$ cat src/rtl/imm_ext_pkg.sv
// Shared types for the pipelined immediate extender: extension modes and
// buffer occupancy states.
package imm_ext_pkg;

  typedef enum logic [1:0] {
    MODE_ZERO   = 2'd0,
    MODE_SIGN   = 2'd1,
    MODE_UPPER  = 2'd2,
    MODE_BRANCH = 2'd3
  } imm_mode_e;

  // Occupancy of the output + skid buffer pair.
  typedef enum logic [1:0] {
    ST_EMPTY = 2'd0,
    ST_ONE   = 2'd1,
    ST_FULL  = 2'd2
  } pipe_state_e;

  localparam int STAT_W = 16;

endpackage

$ cat src/rtl/imm_ext_core.sv
// Purely combinational immediate extender: zero, sign, upper (LUI-style)
// and branch-offset (sign-extend then shift left) modes.
module imm_ext_core
  import imm_ext_pkg::*;
#(
  parameter int IN_W     = 16,
  parameter int OUT_W    = 32,
  parameter int BR_SHIFT = 2
) (
  input  logic [IN_W-1:0]  data,
  input  imm_mode_e        mode,
  output logic [OUT_W-1:0] result
);

  localparam int PAD_W = OUT_W - IN_W;

  logic [OUT_W-1:0] zero_ext;
  logic [OUT_W-1:0] sign_ext;
  logic [OUT_W-1:0] upper_ext;
  logic [OUT_W-1:0] branch_ext;

  assign zero_ext   = {{PAD_W{1'b0}}, data};
  assign sign_ext   = {{PAD_W{data[IN_W-1]}}, data};
  assign upper_ext  = {data, {PAD_W{1'b0}}};
  assign branch_ext = sign_ext << BR_SHIFT;

  always_comb begin
    // NOTE: default assignment first so every path drives result; no latch.
    result = zero_ext;
    unique case (mode)
      MODE_ZERO:   result = zero_ext;
      MODE_SIGN:   result = sign_ext;
      MODE_UPPER:  result = upper_ext;
      MODE_BRANCH: result = branch_ext;
      default:     result = zero_ext;
    endcase
  end

endmodule

$ cat src/rtl/imm_ext_pipe.sv
// Pipelined immediate extender with valid/ready handshake and a 2-entry
// (output + skid) buffer. Define IMM_EXT_STATS_EN to add transfer/stall counters.
module imm_ext_pipe
  import imm_ext_pkg::*;
#(
  parameter int IN_W     = 16,
  parameter int OUT_W    = 32,
  parameter int BR_SHIFT = 2
) (
  input  logic              clk_i,
  input  logic              rst_i,
  input  logic              valid_i,
  output logic              ready_o,
  input  logic [IN_W-1:0]   data_i,
  input  logic [1:0]        mode_i,
  output logic              valid_o,
  input  logic              ready_i,
  output logic [OUT_W-1:0]  data_o,
  output logic [1:0]        mode_o
`ifdef IMM_EXT_STATS_EN
  ,
  output logic [STAT_W-1:0] xfer_cnt_o,
  output logic [STAT_W-1:0] stall_cnt_o
`endif
);

  pipe_state_e      state_q, state_d;
  logic [OUT_W-1:0] ext_result;
  logic [OUT_W-1:0] out_d, sk_d;
  logic [1:0]       out_m, sk_m;
  logic             in_xfer, out_xfer;
  logic             load_out, load_sk, sk_to_out;

  imm_ext_core #(
    .IN_W    (IN_W),
    .OUT_W   (OUT_W),
    .BR_SHIFT(BR_SHIFT)
  ) u_core (
    .data  (data_i),
    .mode  (imm_mode_e'(mode_i)),
    .result(ext_result)
  );

  // Both flags decode straight from the state register: no ready_i -> ready_o path.
  assign valid_o  = (state_q != ST_EMPTY);
  assign ready_o  = (state_q != ST_FULL);
  assign in_xfer  = valid_i && ready_o;
  assign out_xfer = valid_o && ready_i;
  assign data_o   = out_d;
  assign mode_o   = out_m;

  always_comb begin
    state_d   = state_q;
    load_out  = 1'b0;
    load_sk   = 1'b0;
    sk_to_out = 1'b0;
    unique case (state_q)
      ST_EMPTY: begin
        if (in_xfer) begin
          load_out = 1'b1;
          state_d  = ST_ONE;
        end
      end
      ST_ONE: begin
        if (in_xfer && out_xfer) begin
          load_out = 1'b1;
        end else if (out_xfer) begin
          state_d = ST_EMPTY;
        end else if (in_xfer) begin
          load_sk = 1'b1;
          state_d = ST_FULL;
        end
      end
      ST_FULL: begin
        if (out_xfer) begin
          sk_to_out = 1'b1;
          state_d   = ST_ONE;
        end
      end
      default: state_d = ST_EMPTY;
    endcase
  end

  always_ff @(posedge clk_i or negedge rst_i) begin
    // NOTE: non-blocking assignments for all registered state.
    if (!rst_i) state_q <= ST_EMPTY;
    else        state_q <= state_d;
  end

  always_ff @(posedge clk_i or negedge rst_i) begin
    // NOTE: the data registers are reset too, because data_o must read 0
    // during reset; without that they could stay reset-free.
    if (!rst_i) begin
      out_d <= '0;
      out_m <= '0;
      sk_d  <= '0;
      sk_m  <= '0;
    end else begin
      if (load_out) begin
        out_d <= ext_result;
        out_m <= mode_i;
      end else if (sk_to_out) begin
        out_d <= sk_d;
        out_m <= sk_m;
      end
      if (load_sk) begin
        sk_d <= ext_result;
        sk_m <= mode_i;
      end
    end
  end

`ifdef IMM_EXT_STATS_EN
  always_ff @(posedge clk_i or negedge rst_i) begin
    if (!rst_i) begin
      xfer_cnt_o  <= '0;
      stall_cnt_o <= '0;
    end else begin
      if (out_xfer) xfer_cnt_o <= xfer_cnt_o + STAT_W'(1);
      // Stall count saturates; the transfer count wraps.
      if (valid_o && !ready_i && (stall_cnt_o != '1))
        stall_cnt_o <= stall_cnt_o + STAT_W'(1);
    end
  end
`endif

endmodule
$ cat config.mk
export PLATFORM = sky130hd
export DESIGN_NAME = imm_ext_pipe
export DESIGN_NICKNAME = d
export VERILOG_FILES = /design/src/rtl/imm_ext_pkg.sv /design/src/rtl/imm_ext_core.sv /design/src/rtl/imm_ext_pipe.sv
export SDC_FILE = /design/constraint.sdc
export NUM_CORES = 1
export LEC_CHECK = 0
export BUFFER_PORTS_ARGS = -buffer_cell sky130_fd_sc_hd__buf_2
export CORE_ASPECT_RATIO = 0.5
export CORE_MARGIN = 4
export CORE_UTILIZATION = 55
export CTS_CLUSTER_DIAMETER = 30
export DETAILED_ROUTE_END_ITERATION = 8
export GPL_TIMING_DRIVEN = 1
export PLACE_DENSITY_LB_ADDON = 0.3
export SETUP_SLACK_MARGIN = 0.15
export SYNTH_ARGS = -nofsm -noshare
export SYNTH_HDL_FRONTEND = slang
export SYNTH_SLANG_ARGS = --single-unit
$ cat constraint.sdc
create_clock -name clk_i -period 2.7 [get_ports clk_i]
set_input_delay 0.54 -clock clk_i [delete_from_list [all_inputs] [get_ports clk_i]]
set_output_delay 0.54 -clock clk_i [all_outputs]
set_load 0.005 [all_outputs]
==> results.json <==
{
  "post_cts_resized": 0,
  "die_w_um": 118,
  "drc": 0,
  "gr-total-overflow": 0,
  "layout_min_cycle_time_ps": 1800,
  "endpoint_kind": "flop",
  "die_h_um": 62.8,
  "fin_area_um2": 3940,
  "synth_top_family_by_area": "multiplexers",
  "viasPerCell": 5.63,
  "path_class": "reg2reg",
  "rsz0062_at_grt": "false",
  "start_kind": "flop",
  "drv_cap": 0,
  "drive_gt1_share_pct": 24.5,
  "status": "finished, final reports clean",
  "peakVddDrop_uv": 401,
  "syn_to_final_growth_pct": 19.2,
  "diodes": 0,
  "finalPower_w": 0.00357,
  "portBuffers": 57,
  "hp-class": "in2async",
  "htree_levels": 3,
  "dieArea_um2": 7390,
  "grt_max_degree": 67,
  "use_met3_pct": 6.96,
  "yosysWarnings": 0,
  "clock.fmax_mhz": 556,
  "synth_edf_count": 0,
  "crit_arrival_ps": 2050,
  "synth_area_um2": 3310,
  "grt_pass1_wl_mm": 12.5,
  "cts_made_buffers": 9,
  "avgRoutedWirePerCell_um": 17.4,
  "clkTransAtPathRegs_ps": 60,
  "synthArstFlopShare_pct": 100,
  "synth.distinct_cells": 25,
  "grt_usage_pct": 21.2,
  "synth_compound_area_share_pct": 10.1,
  "synth-simple-area-share_pct": 10.4,
  "place.gp.congestion": 0.791,
  "cts_root_buffer": "clkbuf_16",
  "core_um2": 5660,
  "synth_flop_cell": "dfrtp_1",
  "initial_core_util_pct": 58.4,
  "post_dp_cell_area_um2": 3620,
  "dp_hpwl_mm": 4.96,
  "grt_use_met1_pct": 28.2,
  "synth_area_per_cell_um2": 11.1,
  "hold_ws_ps": 289,
  "rows": 19,
  "grt_pass1_vias": 2398,
  "finClkSkew_ps": 3.21,
  "cts_tree": "built",
  "ioPinCount": 58,
  "synth_seq_area_share_pct": 53.0,
  "clk_latency_ps": 330,
  "cts_sinks": 70,
  "power_density_nw_per_um2": 906,
  "crit_path_max_fanout": 20,
  "clk_path_buf_depth": 2,
  "cts_setup_buffers": 0,
  "cp.required_ps": 2950,
  "synth-xor-area-share_pct": 0,
  "worstMarginPinSlew_ps": 780,
  "drt_iter0_drc": 172,
  "relSlewSlack_pct": 48.0,
  "fin_nets": 372,
  "final-max-slew-violation-count": 0,
  "ant_nets": 0,
  "muxShareOfSynthArea_pct": 21.8,
  "setup_violations": 0,
  "synth_cells": 297,
  "fin_setup_tns_ps": 0,
  "vias": 2408,
  "ys_seq_elements": 70,
  "cts_hold_buf": 0,
  "first_pass_iters": 4,
  "hold_viol": 0,
  "grtUsageMet2_pct": 33.2,
  "grt.busiest_layer": "met2",
  "finalCritPeriodShare_pct": 66.6,
  "synth_fa_ha_area_share_pct": 0,
  "syn-num-nets": 319,
  "antenna_found_initial": 0,
  "wirelength_mm": 7.43,
  "leakagePower_nw": 2.15
}
[synthesized netlist by cell type, drive strengths merged, types with 2 or more instances]
master  number  share of area [%]
o21ai       33                5.0
nand2       39                4.4
nor2b       18                3.4
and2         2               0.38
buf         18                4.1
mux2         5                2.2
mux2i       65                 20
clkbuf       4               0.45
a21oi       28                4.2
dfrtp       70                 53
nand2b       5               0.95
[cell families (layout without fill, tap and decap cells)]
logic type | count (synthesis) | in the layout
simple gates | 69 | 69
buf+inv | 23 | 81
flops | 70 | 70
mux | 70 | 70
compound gates | 65 | 65
[cell usage in the layout, fill, tap and decap left out, types with 2 or more instances in the layout]
cell type,count
mux2_4,4
and2_1,2
nand2_1,39
o21ai_1,31
nand2b_1,4
clkbuf_16,9
buf_2,57
a21oi_1,28
dfrtp_1,70
buf_12,2
o21ai_0,2
clkinvlp_4,3
bufinv_16,2
nor2b_1,18
mux2i_1,65
buf_4,5
[flip-flops by register name, summed over array words and instances, names as in the netlist]
signal / flops
data_o: 32
state_q: 2
mode_o: 2
sk_m: 2
sk_d: 32
[routing by layer]
layer,vias up,routed length [µm]
met4,0,82
li1,1144,-
met2,78,3460
met3,13,519
met1,1173,3360
met5,-,0
[where the power goes]
part	internal [W]	switching [W]
clock network	0.000833	0.000434
logic	0.000381	0.000384
registers	0.00136	0.000180
total	0.00257	0.000998
[worst max-delay path, stage by stage (launching register included)]
cell and delay [ps]:
dfrtp_1 470, nor2b_1 240, nand2b_2 500, buf_12 270
mux2i_1 220
[final timing paths]
check / from / slack [ps] / cells past startpoint / to
worst min-delay path: rst_i / 290 / 1 / sk_d[16]
worst min register to register: sk_d[31] / 480 / 2 / sk_d[31]
max in group asynchronous: rst_i / 1740 / 2 / data_o[27]
worst max register to register: state_q[0] / 900 / 4 / data_o[23]
min in group clk_i: ready_i / 460 / 2 / state_q[1]
worst max-delay path: state_q[0] / 900 / 4 / data_o[23]
[metrics by stage]
step           setup WS [ps]  std cells  utilization (%)
4_1_cts                  901        428             69.7
6_report                 902        428             69.7
3_5_place_dp             753        412             63.9
5_1_grt                  801        428             69.7
2_1_floorplan           1280        297                -
3_3_place_gp             839        412             63.9
[cell type report]
type,count,area (µm²)
clock buffer,11,243
clock inverter,5,82.6
fill,432,1720
inverter,1,3.75
multi-input combinational,204,1410
sequential,70,1750
tap,73,91.3
timing repair buffer,64,363
No activity file was read; power rests on OpenSTA's default activity.
